### config.mk
export PLATFORM = sky130hd
export DESIGN_NAME = decode_stage
export DESIGN_NICKNAME = d
export VERILOG_FILES = /design/src/rtl/decode_pkg.sv /design/src/rtl/decode_stage_decoder.sv /design/src/rtl/decode_stage.sv
export SDC_FILE = /design/constraint.sdc
export NUM_CORES = 1
export LEC_CHECK = 0
export CAP_MARGIN = 20
export CORE_MARGIN = 4
export CORE_UTILIZATION = 40
export DETAILED_ROUTE_END_ITERATION = 8
export PLACE_DENSITY = 0.75
export REMOVE_ABC_BUFFERS = 1
export SLEW_MARGIN = 25
export SYNTH_ARGS = -nofsm -noshare
export SYNTH_HDL_FRONTEND = slang
export SYNTH_SLANG_ARGS = --single-unit
### constraint.sdc
create_clock -name clk -period 5.45 [get_ports clk]
set_clock_uncertainty 0.05 [all_clocks]
set_input_delay 0.8175 -clock clk [delete_from_list [all_inputs] [get_ports clk]]
set_output_delay 0.8175 -clock clk [all_outputs]
set_load 0.005 [all_outputs]
### src/rtl/decode_pkg.sv
// Shared types and encodings for the RV32I decode stage.
package decode_pkg;

  localparam int unsigned DATA_W = 32;
  localparam int unsigned ILEN   = 32;

  typedef enum logic [4:0] {
    ALU_ADD   = 5'd0,
    ALU_SUB   = 5'd1,
    ALU_SLL   = 5'd2,
    ALU_SLT   = 5'd3,
    ALU_SLTU  = 5'd4,
    ALU_XOR   = 5'd5,
    ALU_SRL   = 5'd6,
    ALU_SRA   = 5'd7,
    ALU_OR    = 5'd8,
    ALU_AND   = 5'd9,
    ALU_PASSB = 5'd10
  } alu_op_t;

  localparam logic [6:0] OPC_OP    = 7'b0110011;
  localparam logic [6:0] OPC_OPIMM = 7'b0010011;
  localparam logic [6:0] OPC_LUI   = 7'b0110111;

  localparam logic [6:0] F7_BASE = 7'b0000000;
  localparam logic [6:0] F7_ALT  = 7'b0100000;

  typedef struct packed {
    logic [DATA_W-1:0] pc;
    logic [6:0]        opcode;
    logic [4:0]        rd;
    logic [4:0]        rs1;
    logic [4:0]        rs2;
    logic [DATA_W-1:0] imm;
    logic              use_imm;
    alu_op_t           alu_op;
    logic              reg_write;
    logic              illegal;
  } decoded_t;

  // funct3 -> ALU operation for the funct7=base flavour of OP/OP-IMM
  function automatic alu_op_t f3_op(input logic [2:0] f3);
    alu_op_t op;
    case (f3)
      3'b000:  op = ALU_ADD;
      3'b001:  op = ALU_SLL;
      3'b010:  op = ALU_SLT;
      3'b011:  op = ALU_SLTU;
      3'b100:  op = ALU_XOR;
      3'b101:  op = ALU_SRL;
      3'b110:  op = ALU_OR;
      default: op = ALU_AND;
    endcase
    return op;
  endfunction

endpackage

### src/rtl/decode_stage_decoder.sv
// Purely combinational RV32I field/immediate decoder (OP, OP-IMM, LUI).
module instr_decoder
  import decode_pkg::*;
(
  input  logic [ILEN-1:0] in_instr,
  output decoded_t        dec
);

  logic [6:0] opcode;
  logic [2:0] f3;
  logic [6:0] f7;
  logic [4:0] rd;
  logic       legal;

  assign opcode = in_instr[6:0];
  assign rd     = in_instr[11:7];
  assign f3     = in_instr[14:12];
  assign f7     = in_instr[31:25];

  always_comb begin
    dec        = '0;
    legal      = 1'b0;
    dec.opcode = opcode;
    dec.rd     = rd;
    dec.rs1    = in_instr[19:15];
    dec.rs2    = in_instr[24:20];
    dec.alu_op = ALU_ADD;

    case (opcode)
      OPC_OP: begin
        dec.alu_op = f3_op(f3);
        if (f7 == F7_BASE) begin
          legal = 1'b1;
        end else if (f7 == F7_ALT && (f3 == 3'b000 || f3 == 3'b101)) begin
          legal      = 1'b1;
          dec.alu_op = (f3 == 3'b000) ? ALU_SUB : ALU_SRA;
        end
      end
      OPC_OPIMM: begin
        dec.use_imm = 1'b1;
        dec.alu_op  = f3_op(f3);
        case (f3)
          3'b001: begin
            legal   = (f7 == F7_BASE);
            dec.imm = DATA_W'(in_instr[24:20]);
          end
          3'b101: begin
            dec.imm = DATA_W'(in_instr[24:20]);
            if (f7 == F7_BASE) begin
              legal = 1'b1;
            end else if (f7 == F7_ALT) begin
              legal      = 1'b1;
              dec.alu_op = ALU_SRA;
            end
          end
          default: begin
            legal   = 1'b1;
            dec.imm = {{(DATA_W-12){in_instr[31]}}, in_instr[31:20]};
          end
        endcase
      end
      OPC_LUI: begin
        legal       = 1'b1;
        dec.use_imm = 1'b1;
        dec.alu_op  = ALU_PASSB;
        dec.rs1     = 5'd0;
        dec.imm     = {in_instr[31:12], 12'h000};
      end
      default: ;
    endcase

    // Illegal bundles still flow, but must be inert downstream
    if (!legal) begin
      dec.alu_op  = ALU_ADD;
      dec.imm     = '0;
      dec.use_imm = 1'b0;
    end
    dec.illegal   = !legal;
    dec.reg_write = legal && (rd != 5'd0);
  end

endmodule

### src/rtl/decode_stage.sv
// Registered decode stage: decoder, 2-entry skid buffer and illegal-instruction counter.
module decode_stage
  import decode_pkg::*;
#(
  parameter int unsigned XLEN  = 32,
  parameter int unsigned CNT_W = 16
) (
  input  logic             clk,
  input  logic             rst,
  input  logic             flush,
  input  logic             in_valid,
  output logic             in_ready,
  input  logic [31:0]      in_instr,
  input  logic [XLEN-1:0]  in_pc,
  output logic             out_valid,
  input  logic             out_ready,
  output logic [XLEN-1:0]  out_pc,
  output logic [6:0]       out_opcode,
  output logic [4:0]       out_rd,
  output logic [4:0]       out_rs1,
  output logic [4:0]       out_rs2,
  output logic [XLEN-1:0]  out_imm,
  output logic             out_use_imm,
  output logic [4:0]       out_alu_op,
  output logic             out_reg_write,
  output logic             out_illegal,
  output logic [CNT_W-1:0] illegal_count
);

  decoded_t dec;
  decoded_t new_b;
  decoded_t main_q, main_d;
  decoded_t skid_q, skid_d;
  logic     main_valid_q, main_valid_d;
  logic     skid_valid_q, skid_valid_d;
  logic     in_ready_q, in_ready_d;
  logic     accept;
  logic [CNT_W-1:0] cnt_q, cnt_d;

  instr_decoder u_decoder (
    .in_instr (in_instr),
    .dec      (dec)
  );

  assign accept = in_valid && in_ready_q;

  // Next-state for the two buffer entries and the counter
  always_comb begin
    new_b        = dec;
    new_b.pc     = DATA_W'(in_pc);
    main_d       = main_q;
    skid_d       = skid_q;
    main_valid_d = main_valid_q;
    skid_valid_d = skid_valid_q;
    cnt_d        = cnt_q;

    if (flush) begin
      main_valid_d = 1'b0;
      skid_valid_d = 1'b0;
    end else begin
      if (!main_valid_q || out_ready) begin
        // in_ready is low whenever skid is full, so no accept competes here
        if (skid_valid_q) begin
          main_d       = skid_q;
          main_valid_d = 1'b1;
          skid_valid_d = 1'b0;
        end else if (accept) begin
          main_d       = new_b;
          main_valid_d = 1'b1;
        end else begin
          main_valid_d = 1'b0;
        end
      end else if (accept) begin
        skid_d       = new_b;
        skid_valid_d = 1'b1;
      end

      if (accept && new_b.illegal && (cnt_q != '1)) begin
        cnt_d = cnt_q + CNT_W'(1);
      end
    end

    in_ready_d = !skid_valid_d;
  end

  always_ff @(posedge clk) begin
    if (rst) begin
      main_q       <= '0;
      skid_q       <= '0;
      main_valid_q <= 1'b0;
      skid_valid_q <= 1'b0;
      in_ready_q   <= 1'b1;
      cnt_q        <= '0;
    end else begin
      main_q       <= main_d;
      skid_q       <= skid_d;
      main_valid_q <= main_valid_d;
      skid_valid_q <= skid_valid_d;
      in_ready_q   <= in_ready_d;
      cnt_q        <= cnt_d;
    end
  end

  assign in_ready      = in_ready_q;
  assign out_valid     = main_valid_q;
  assign out_pc        = XLEN'(main_q.pc);
  assign out_opcode    = main_q.opcode;
  assign out_rd        = main_q.rd;
  assign out_rs1       = main_q.rs1;
  assign out_rs2       = main_q.rs2;
  assign out_imm       = XLEN'(main_q.imm);
  assign out_use_imm   = main_q.use_imm;
  assign out_alu_op    = main_q.alu_op;
  assign out_reg_write = main_q.reg_write;
  assign out_illegal   = main_q.illegal;
  assign illegal_count = cnt_q;

endmodule

Word level (Yosys, flattened, before mapping)
Cells that the tools add are included.

Memories: 0. Output and inout port bits: 112. Bits in read-only memories: 0. Word-level logic and storage cells: 82. Register bits: 207. Bits in writable memories: 0. Latch bits: 0.

Bitwise gates (word level): 2. $add $sub $neg: 1. Div/mod/pow operators: 0. Reductions and logical operators: 19. Order comparisons: 0. Muxes and demuxes: 25. Shifts and indexed selects: 0. Equal/unequal tests: 11. Multipliers: 0.

Operator list (count): 2-to-1 mux 94 bit (2); case mux 33 bit (2 select lines) (1); 2-to-1 mux 38 bit (1); 2-to-1 mux 32 bit (1); case mux 4 bit (7 select lines) (1); 2-to-1 mux 5 bit (5); equality test 7 x 6 -> 1 bit, second input constant (3); adder 16 x 1 -> 16 bit, second input constant (1); != test 16 bit, second input constant (1); case mux 5 bit (3 select lines) (1); equality test 3 bit, second input constant (3); 2-to-1 mux 1 bit (9); equality test 7 x 5 -> 1 bit, second input constant (1); logical NOT 7 bit (1); equality test 3 x 2 -> 1 bit, second input constant (2); AND reduction 3 bit (2); logical AND 1 bit (5); nonzero test 5 bit (1); 2-to-1 mux 4 bit (1); OR reduction 2 bit (2); equality test 3 x 1 -> 1 bit, second input constant (1); logical NOT 1 bit (3); logical NOT 3 bit (1); 2-to-1 mux 3 bit (1); 6 further kinds (8).

Depth between registers and ports, before layout
Gate-level depths: netlist of the first run.

Word-level depth: 10. Gate-level depth with buffers: 8. Gate-level depth less buffers: 6.

Hierarchy
Synthesis of the first run repeated with hierarchy kept, for this count alone.

Cells, all modules: 1084. Area total of the unflattened synthesis: 9256.4 µm².

By module, submodules not included: decode_stage (seq. area each 4144.0 µm², area an instance 8225.4 µm², cells an instance 940, times used 1); instr_decoder (seq. area each 0.0 µm², area an instance 1031.0 µm², cells an instance 144, times used 1).

Worst setup path after synthesis of the first run
No wires, ideal clock.

Kind: in2reg. From: in in_instr[2]. To: reg cnt_q[3] (netlist: illegal_count[3]). Data arrival time: 2311 ps. Stages on the path: 8. Path slack: 2966 ps. Library setup time: 123 ps. Cell sequence: buf_6 > nand4bb_4 > or2_1 > buf_6 > nor3_4 > buf_6 > nor4_1 > mux2_1.

Longest elaborated chain between the ends: 6. Elaborated cells between the ends (all ways): 8. Classes of those cells: eq/ne (3); mux (1); reduce/logical (4).

RTL lines: start: declaration (RTL line decode_stage.sv:13) `input logic [31:0] in_instr,`; equality test 7 x 6 -> 1 bit or equality test 7 x 5 -> 1 bit (tied branches) (RTL line decode_stage_decoder.sv:29) `case (opcode)`; case mux 1 bit (3 select lines) (*) (RTL line decode_stage_decoder.sv:29); logical NOT 1 bit (*); logical AND 1 bit (*) (2 in a row) (RTL line decode_stage.sv:78) `if (accept && new_b.illegal && (cnt_q != '1)) begin`; AND reduction 2 bit (no line) (*); end signal: assignment (RTL line decode_stage.sv:100) `cnt_q <= cnt_d;`; end: declaration (RTL line decode_stage.sv:38) `logic [CNT_W-1:0] cnt_q, cnt_d;`.

Every way passes the cells marked *; elsewhere a longest branch is shown, timed or not. A chain may end at the register's enable or synchronous reset.

Worst setup path after layout of the first run
From: in in_instr[2]. To: reg main_q, in the netlist out_imm[30].

Longest elaborated chain between the ends: 5. Elaborated cells between the ends (all ways): 8. Classes of those cells: eq/ne (3); mux (5).

RTL lines: equality test 7 x 6 -> 1 bit or equality test 7 x 5 -> 1 bit (tied branches) (RTL line decode_stage_decoder.sv:29); case mux 1 bit (3 select lines) or case mux 33 bit (2 select lines) (tied branches) (RTL line decode_stage_decoder.sv:29); 2-to-1 mux 38 bit (*) (RTL line decode_stage_decoder.sv:73) `if (!legal) begin`; 2-to-1 mux 94 bit (*) (RTL line decode_stage.sv:67) `end else if (accept) begin`; 2-to-1 mux 94 bit (*) (RTL line decode_stage.sv:63) `if (skid_valid_q) begin`; end signal: assignment (RTL line decode_stage.sv:95) `main_q <= main_d;`; end: declaration (RTL line decode_stage.sv:32) `decoded_t main_q, main_d;`.

Every way passes the cells marked *; elsewhere a longest branch is shown, timed or not. The select of a mux whose other input is x is not followed.

==> results of run 1 <==
==> sequential cells by signal, summed over array words and instances (netlist names), 5 cells and up <==
name	flops
out_opcode	7
out_rs1	5
out_pc	32
out_rs2	5
out_imm	32
illegal_count	16
out_rd	5
skid_q	93
==> area by class of cell <==
type | count | area share, %
tap | 275 | 3.08
clock buffer | 31 | 5.68
multi-input combinational | 743 | 37.5
sequential | 205 | 36.7
inverter | 4 | 0.134
timing repair buffer | 186 | 16.5
clock inverter | 7 | 0.358
==> per-stage QoR <==
| step | std cells | hold WS [ns] | worst slack (ns) | power (mW) |
|---|---|---|---|---|
| after floorplan | 952 | 0.376 | -6.33 | 1.72 |
| after global placement | 1413 | 0.387 | 1.97 | 1.91 |
| after detailed placement | 1413 | 0.393 | 1.89 | 1.91 |
| after CTS | 1451 | 0.401 | 2.42 | 3.33 |
| after global routing | 1451 | 0.420 | 2.17 | 3.42 |
| final | 1451 | 0.397 | 2.34 | 3.29 |
==> Yosys cell counts (10+ instances only) <==
cell type | number | share of area (%)
nor2_1 | 119 | 5.1
nor4_1 | 10 | 0.72
nor3_1 | 19 | 1.1
o21ai_0 | 41 | 2.4
a211oi_1 | 80 | 6.9
nand3_1 | 31 | 1.8
dfxtp_1 | 205 | 47
clkbuf_1 | 68 | 2.9
a21oi_1 | 108 | 6.2
nor2b_1 | 18 | 1.3
mux2i_1 | 50 | 5.8
buf_2 | 14 | 0.81
nand2_1 | 178 | 7.7
==> kinds of logic after synthesis <==
family,Yosys count
and+or+nand+nor,412
AOI/OAI and AO/OA,265
DFF,205
buffers and inverters,95
muxes,63
adders and majority gates,1
other,1
xor gates and xnor gates,1
==> cell usage in the layout (no fill, tap or decap), types with 3 or more instances in the layout <==
cell,instances
nor3_1,18
mux2_2,7
clkdlybuf4s50_1,178
o21ai_0,41
dfxtp_1,204
and4_1,3
clkbuf_1,5
inv_1,3
a211oi_1,80
a221oi_1,5
clkinv_2,5
nor4_1,10
clkbuf_16,23
mux2i_1,50
o21ai_1,3
a31oi_1,5
nand4_1,6
or4_1,4
nand2b_1,4
o31ai_1,4
or3_1,4
mux2_1,6
a21oi_1,107
clkbuf_8,3
nor2_1,119
a32oi_1,3
a311oi_1,3
nand2_1,177
nand3_1,31
nor2b_1,18
buf_4,7
==> how the worst min path moves through the flow <==
stage,depth (start not counted),from,end,slack [ns]
after floorplan,2,skid_q[10]$_SDFFE_PP0P_,skid_q[10]$_SDFFE_PP0P_,0.38
after global placement,2,out_imm[17]$_SDFFE_PP0P_,out_imm[17]$_SDFFE_PP0P_,0.39
after detailed placement,2,out_imm[17]$_SDFFE_PP0P_,out_imm[17]$_SDFFE_PP0P_,0.39
after CTS,2,out_imm[17]$_SDFFE_PP0P_,out_imm[17]$_SDFFE_PP0P_,0.40
after global routing,2,skid_q[70]$_SDFFE_PP0P_,skid_q[70]$_SDFFE_PP0P_,0.42
final,2,out_imm[17]$_SDFFE_PP0P_,out_imm[17]$_SDFFE_PP0P_,0.40
==> power by group <==
part	total [mW]	internal, mW	switching (mW)
Combinational	0.314	0.160	0.154
Sequential	1.57	1.54	0.0248
Clock	1.40	0.812	0.593
Total	3.29	2.51	0.772
==> layer usage <==
metal	global-route usage, %	vias up
met1	25.8	3620
met3	4.56	32
met4	3.67	2
met5	0	-
met2	28.5	220
li1	-	3890
==> worst max-delay path: stages <==
cell and delay [ns]:
clkdlybuf4s50_1 0.56, nand4bb_4 0.31, nor4_4 0.81, a21o_1 0.70, a21oi_1 0.07, o21ai_0 0.19
==> run metrics, run 1 <==
multi-input gate area in the final layout about 0.0042 mm2; Port Buffers between 150 and 200; Startpoint Class primary input; clk_lat worst skew between 0.4 and 0.5 ns; Final Hold Fails 0; layout cells sized above 1 under 10%; r2r setup slk between 2 and 3 ns; nets@finish between 1000 and 1500; Slew HR 28.1%; die area 0.0241 mm2; Synth Area in XOR/XNOR 0.101%; crit share post-route between 50% and 60%; Die X 155 um; cts bufs inserted 23; number of global-route vias before repair 7183; RSZ-0062 raised after global routing false; drc violations 0; Netlist cell types 58; CTS tree yes; PostCTS Resize Cnt 0; RR Endpoint out_imm[28]$_SDFFE_PP0P_; Post CTS Setup Buffer Count 0; worst reg2reg startpoint skid_valid_q$_SDFF_PP0_; Worst Setup End Kind flop; Routed WL 23200 um; critical path type primary input to flop; core area roughly 0.021 mm2; Num Clock Sinks roughly 210; RePlAce Congestion roughly 0.8; syn_area_per_cell about 8.3 um2; met2 WL 10400 um; EDFF count, synth 0; path depth of the worst reg2reg path 5; simple-gate portion of the synthesized area a little over a fifth; root buffer cell clkbuf_16; DR WL/cell about 16 um; post-cts hold buffer count 0; largest net degree at the start of global routing 98; Worst Max-Slew Pin Slew 1.08 ns; top layer in use met5; Area Overhead vs Synth 28.8%; Initial Util 40.9%; clock buffer depth 3; pwr dens about 290 mW/mm2; Async SR Flop Fraction 0%; maximum vdd drop 173 uV; max_cap viols 0; post-route ant nets 0; final core utilization between 50 and 60%; Final min period between 3 and 4 ns; # diodes 0; total congestion overflow 0; fillcell total about 2000; Die H between 150 and 200 um; Synth Instances roughly 1000; Synth Area in Compound Gates between 10% and 20%; worst setup path startpoint in_instr[2]; Max FO, Critical Path 19; Main synth FF type dfxtp_1; Worst Hold Class flop to flop; initial antenna violation count 1; Worst Path Arrival between 3 and 4 ns; via/cell ratio approximately 5.4; routed vias roughly 7800; Detail Placement HPWL 14500 um; DRT met1 WL between 10000 and 15000 um; Slew Viols, Final 0; Ports about 180; final number of setup-violating endpoints 0; Sum Neg Setup Slack 0 ns; Starting DRT DRC Count roughly 470; Post-DP Area roughly 0.011 mm2; status completed; Finished Cell Area between 0.01 and 0.015 mm2; first-pass GRT wire length about 37000 um; main combinational cell family by area after synthesis simple AND/OR/NAND/NOR gates; htree depth 1; Pleak between 3 and 4 nW; sequential-to-total area share from yosys stat between 40% and 50%; mux cell area share after synthesis under 10%; yosys warns 0; sequential cell area 0.00411 mm2; Clock transition at path regs about 0.06 ns; wire length on met3 between 1500 and 2000 um; FMAX 322 MHz; end of the critical path out_imm[30]$_SDFFE_PP0P_; post-synthesis adder-cell area fraction 0.144%; GRT Total Usage between 10% and 20%; Pre-antenna DRT Iters 5; number of synthesized register bits 205; # rows between 50 and 60; mapped cell area 0.00869 mm2; worst endpoint required time just under 6 ns
Note: power is estimated with default switching activity, not from simulation.
==> inputs of run 2 (changes only) <==
PLACE_DENSITY = 0.77   (was 0.75)
clock period = 2.6 ns   (was 5.45 ns; I/O delays follow)
==> run metrics, run 2 (same netlist as run 1, synthesis figures left out) <==
Final min period roughly 2.1 ns; # rows 53 (unchanged); CP max stage delay 0.42 ns (-0.39 ns); routed vias 8073 (+4.0%); Port Buffers 179 (unchanged); Sum Neg Setup Slack 0 ns (unchanged); layout cells sized above 1 8.92% (+3.4 points); pwr dens 612 mW/mm2 (+110%); # diodes 0 (unchanged); post-cts hold buffer count 0 (unchanged); fillcell total 1935 (-3.0%); Final Hold Fails 0 (unchanged); root buffer cell clkbuf_16; Pre-antenna DRT Iters 5 (unchanged); Die H 155 um (unchanged); clk_lat worst skew 0.50 ns (about the same); Detail Placement HPWL 15600 um (+7.3%); RSZ-0062 raised after global routing false; largest register by flop count skid_q; Post CTS Setup Buffer Count 0 (unchanged); initial antenna violation count 2 (+1); most frequent cells in the layout 204 x dfxtp_1, 178 x clkdlybuf4s50_1, 177 x nand2_1, 119 x nor2_1, 107 x a21oi_1; Initial Util 40.9% (unchanged); htree depth 1 (unchanged); critical path's top delay family simple AND/OR/NAND/NOR gates; maximum vdd drop 425 uV (+150%); crit-path cells ha_1, nand3_1, or3_1, o21ai_1, buf_4, nor4_1, mux2_1; Clock transition at path regs 0.06 ns (about the same); Max FO, Critical Path 16 (-3); RePlAce Congestion 0.767 (-6.7%); FMAX just under 500 MHz; number of global-route vias before repair 7611 (+6.0%); die area 0.0241 mm2 (unchanged); first-pass GRT wire length 38800 um (+4.3%); Worst Setup End Kind flop; total congestion overflow 0 (unchanged); nets@finish 1277 (+3.6%); Die X 155 um (unchanged); Startpoint Class flop; clock buffer depth 3 (unchanged); post-route ant nets 0 (unchanged); Worst Max-Slew Pin Slew 0.927 ns (-0.152 ns); core area 0.0212 mm2 (unchanged); Pleak 3.88 nW (+8.1%); Clk pwr share 44.2% (+1.5 points); Seq pwr share 45.9% (-1.8 points); critical path type flop to flop; sw frac 23.3% (-0.21 points); Crit path buffers/inverters 1 (unchanged); Worst Path Arrival 2.41 ns (-1.06 ns); Area Overhead vs Synth 34.7%; Slew HR 38.2% (+10 points); CTS tree yes; status completed; Slowest cell on crit path dfxtp_1; cts bufs inserted 24 (+4.3%); via/cell ratio 5.39 (+0.78%); number of flip-flops under the largest register name 93 (unchanged); combinational power share 9.9% (+0.3 points); final number of setup-violating endpoints 0 (unchanged); Slew Viols, Final 0 (unchanged); largest net degree at the start of global routing 88 (-10%); GRT Total Usage 19.1% (+0.86 points); crit share post-route about four fifths; max_cap viols 0 (unchanged); PostCTS Resize Cnt 0 (unchanged); Ports 181 (unchanged); drc violations 0 (unchanged); Num Clock Sinks 205 (unchanged); Routed WL 24200 um (+4.1%); commonest non-fill, non-tap cell in the layout dfxtp_1; Starting DRT DRC Count 478 (+1.1%); switching pwr 1.67 mW (+120%); Pint 5.49 mW (+120%); worst endpoint required time 2.93 ns (-2.89 ns); Pwr Total 7.16 mW (+120%); DR WL/cell 16.2 um (+0.91%); Worst Hold Class primary input to flop
run 2: cell types whose count changed in the layout (fill, tap and decap cells not counted), moves of 2 or more:
cell        previous run  this run
buf_12                 0        10
buf_4                  7        40
clkbuf_16             23        25
clkbuf_8               3         5
clkinvlp_4             2         0
run 2: layer usage:
layer | global-route usage (%) | up-vias | wire length (um)
met5 | 0 | - | 27
li1 | - | 3990 | -
met4 | 4.46 | 4 | 491
met1 | 25.1 | 3800 | 10500
met3 | 4.78 | 37 | 1760
met2 | 31.8 | 242 | 11400
run 2: power groups by stage:
| stage | Combinational (mW) | Sequential (mW) | Clock, mW |
|---|---|---|---|
| after floorplan | 0.257 | 3.36 | 0 |
| final | 0.706 | 3.29 | 3.17 |
| after global routing | 0.771 | 3.30 | 3.38 |
| after global placement | 0.696 | 3.35 | 0 |
| after CTS | 0.710 | 3.29 | 3.24 |
| after detailed placement | 0.705 | 3.36 | 0 |
run 2: worst reg2reg max path, cell delays in order (launching register included):
cell,delay [ns]
dfxtp_1,0.42
ha_1,0.22
nand3_1,0.15
or3_1,0.36
o21ai_1,0.13
buf_4,0.23
nor4_1,0.08
mux2_1,0.31
run 2: final cells by class:
class	instances	area [um2]	share of cell area, %
multi-input cells	743	4200	35.8
flip-flops and latches	205	4110	35.1
repair buffers	229	2290	19.6
clock buffers	35	713	6.09
well taps	275	344	2.94
clock inverters	6	33.8	0.289
inverters	4	15.0	0.128
run 2: worst paths after layout:
| kind | from | slack (ns) | depth (start not counted) | end |
|---|---|---|---|---|
| max | illegal_count[0]$_SDFFE_PP0P_ | 0.52 | 7 | illegal_count[3]$_SDFFE_PP0P_ |
| min | rst | 0.37 | 2 | skid_q[60]$_SDFFE_PP0P_ |
| max reg2reg | illegal_count[0]$_SDFFE_PP0P_ | 0.52 | 7 | illegal_count[3]$_SDFFE_PP0P_ |
| min reg2reg | out_imm[18]$_SDFFE_PP0P_ | 0.39 | 2 | out_imm[18]$_SDFFE_PP0P_ |
run 2: per-stage QoR:
stage / hold slack, ns / utilization, % / instances / instance area (um2) / worst slack (ns)
3_3_place_gp: 0.388 / 51.6 / 1456 / 11000 / 0.127
3_5_place_dp: 0.390 / 51.6 / 1456 / 11000 / 0.0894
6_report: 0.370 / 55.1 / 1497 / 11700 / 0.521
2_1_floorplan: 0.376 / - / 952 / 8300 / -9.18
5_1_grt: 0.375 / 55.1 / 1497 / 11700 / 0.394
4_1_cts: 0.338 / 55.1 / 1497 / 11700 / 0.513
==> inputs of run 3 (changes only) <==
clock period = 1.9 ns   (was 2.6 ns; I/O delays follow)
==> run metrics, run 3 (same netlist as run 1, synthesis figures left out) <==
status completed; Max FO, Critical Path 6 (-10); # rows 53 (unchanged); Clock transition at path regs 0.06 ns (about the same); r2r setup slk 0.03 ns (-0.49 ns); fillcell total 1851 (-4.3%); hold slack 0.174 ns (-0.196 ns); Routed WL 25800 um (+6.8%); final non-filler cell total 1541 (+2.9%); Num Clock Sinks 205 (unchanged); core area 0.0212 mm2 (unchanged); commonest non-fill, non-tap cell in the layout dfxtp_1; maximum vdd drop 419 uV (-1.5%); critical path type flop to flop; Detail Placement HPWL 16900 um (+8.2%); max_cap viols 0 (unchanged); RR Endpoint illegal_count[13]$_SDFFE_PP0P_; Finished Cell Area 0.0123 mm2 (+5.1%); Initial Util 40.9% (unchanged); RSZ-0062 raised after global routing true; # diodes 0 (unchanged); post-cts hold buffer count 0 (unchanged); clock buffer depth 3 (unchanged); dpl ws -0.514 ns (-0.604 ns); first-pass GRT wire length 40400 um (+4.0%); Slowest cell on crit path or3_4; critical path's top delay family simple AND/OR/NAND/NOR gates; Die X 155 um (unchanged); nets@finish 1324 (+3.7%); final number of setup-violating endpoints 0 (unchanged); number of flip-flops under the largest register name 93 (unchanged); fin worst setup slack 0.0283 ns (-0.493 ns); clk_lat worst skew 0.50 ns (about the same); Ports 181 (unchanged); worst reg2reg startpoint illegal_count[5]$_SDFFE_PP0P_; drc violations 0 (unchanged); pwr dens 808 mW/mm2 (+32%); htree depth 1 (unchanged); layout cells sized above 1 13.4% (+4.5 points); routed vias 8361 (+3.6%); hold path start rst; post-route ant nets 0 (unchanged); via/cell ratio 5.43 (+0.61%); GRT Total Usage 19.9% (+0.80 points); most frequent cells in the layout 200 x dfxtp_1, 178 x clkdlybuf4s50_1, 177 x nand2_1, 119 x nor2_1, 107 x a21oi_1; initial antenna violation count 2 (unchanged); Final Hold Fails 0 (unchanged); crit-path cells nand4_1, or3_4, o21ai_4, buf_6, nor4_1, mux2_1; Pre-antenna DRT Iters 5 (unchanged); CTS tree yes; crit share post-route 98.5% (+19 points); CP max stage delay 0.45 ns (+0.03 ns); Pleak 4.16 nW (+7.2%); largest net degree at the start of global routing 65 (-26%); Worst Max-Slew Pin Slew 0.658 ns (-0.269 ns); total congestion overflow 0 (unchanged); Worst Hold Class primary input to flop; largest register by flop count skid_q; Slew HR 56.1% (+18 points); Die H 155 um (unchanged); DR WL/cell 16.8 um (+3.7%); Post-DP Area 0.0114 mm2 (+3.7%); Pwr Total 9.94 mW (+39%); Port Buffers 179 (unchanged); Startpoint Class flop; Cells after DPL 1499 (+3.0%); die area 0.0241 mm2 (unchanged); Worst Setup End Kind flop; root buffer cell clkbuf_16; Slew Viols, Final 0 (unchanged); Crit path buffers/inverters 1 (unchanged); Final min period 1.87 ns (-0.207 ns); cts bufs inserted 23 (-4.2%); FMAX 534 MHz (+11%); Hold Path Sink skid_q[52]$_SDFFE_PP0P_; Starting DRT DRC Count 476 (-0.42%); RePlAce Congestion 0.887 (+16%); number of global-route vias before repair 7939 (+4.3%); worst endpoint required time 2.23 ns (-0.70 ns); path depth of the worst reg2reg path 6 (-1); Area Overhead vs Synth 41.6%; Hold Path Depth 2 (unchanged); Worst Path Arrival 2.20 ns (-0.21 ns)
[run 3: changes by cell type in the layout (fill, tap and decap cells not counted), moves of 3 or more]
| cell | previous run | this run |
|---|---|---|
| buf_6 | 1 | 5 |
| nor4_1 | 10 | 7 |
| clkinv_2 | 5 | 1 |
| buf_12 | 10 | 16 |
| dfxtp_1 | 204 | 200 |
| buf_4 | 40 | 73 |
[run 3: final cells by class]
cell class | count | area [um2] | area share [%]
multi-input cells | 743 | 4290 | 34.9
flip-flops and latches | 205 | 4120 | 33.5
repair buffers | 277 | 2800 | 22.8
clock buffers | 32 | 649 | 5.28
well taps | 275 | 344 | 2.80
clock inverters | 5 | 81.3 | 0.661
inverters | 4 | 15.0 | 0.122
[run 3: layer usage]
| metal | global-route usage [%] | routed length [um] |
|---|---|---|
| met5 | 0 | 27 |
| met4 | 5.46 | 436 |
| met3 | 4.81 | 2020 |
| met2 | 33.0 | 12200 |
| met1 | 25.9 | 11200 |
[run 3: power by group]
group          internal, mW  total (mW)  switching, mW
combinational         0.571        1.06          0.492
sequential             4.42        4.50         0.0772
clock                  2.64        4.37           1.74
[run 3: how the worst max path moves through the flow]
stage                                        startpoint                        endpoint  slack [ns]  cells past startpoint
after detailed placement                   in_instr[14]   illegal_count[6]$_SDFFE_PP0P_       -0.51                      7
after global routing                       in_instr[25]      out_alu_op[2]$_SDFFE_PP0P_       -0.02                      7
final                     illegal_count[5]$_SDFFE_PP0P_  illegal_count[13]$_SDFFE_PP0P_        0.03                      6
after global placement                     in_instr[25]   illegal_count[8]$_SDFFE_PP0P_       -0.45                      8
after floorplan                 skid_valid_q$_SDFF_PP0_        out_imm[12]$_SDFFE_PP0P_       -9.88                      5
after CTS                                  in_instr[14]   illegal_count[8]$_SDFFE_PP0P_        0.02                      7
[run 3: timing repair]
action                                  in CTS  in global routing
pin swaps                                    0                  1
hold endpoints to repair                     0                  0
endpoints found under the setup margin      12                 64
gates resized for setup                      5                 25
cloned                                       0                  3
buffers inserted                             0                  2
[run 3: per-stage QoR]
step | setup TNS (ns) | util (%)
after floorplan | -854.02 | -
after global placement | -37.46 | 53.6
after detailed placement | -45.74 | 53.6
after CTS | 0 | 57.1
after global routing | -0.125 | 58.0
final | 0 | 58.0
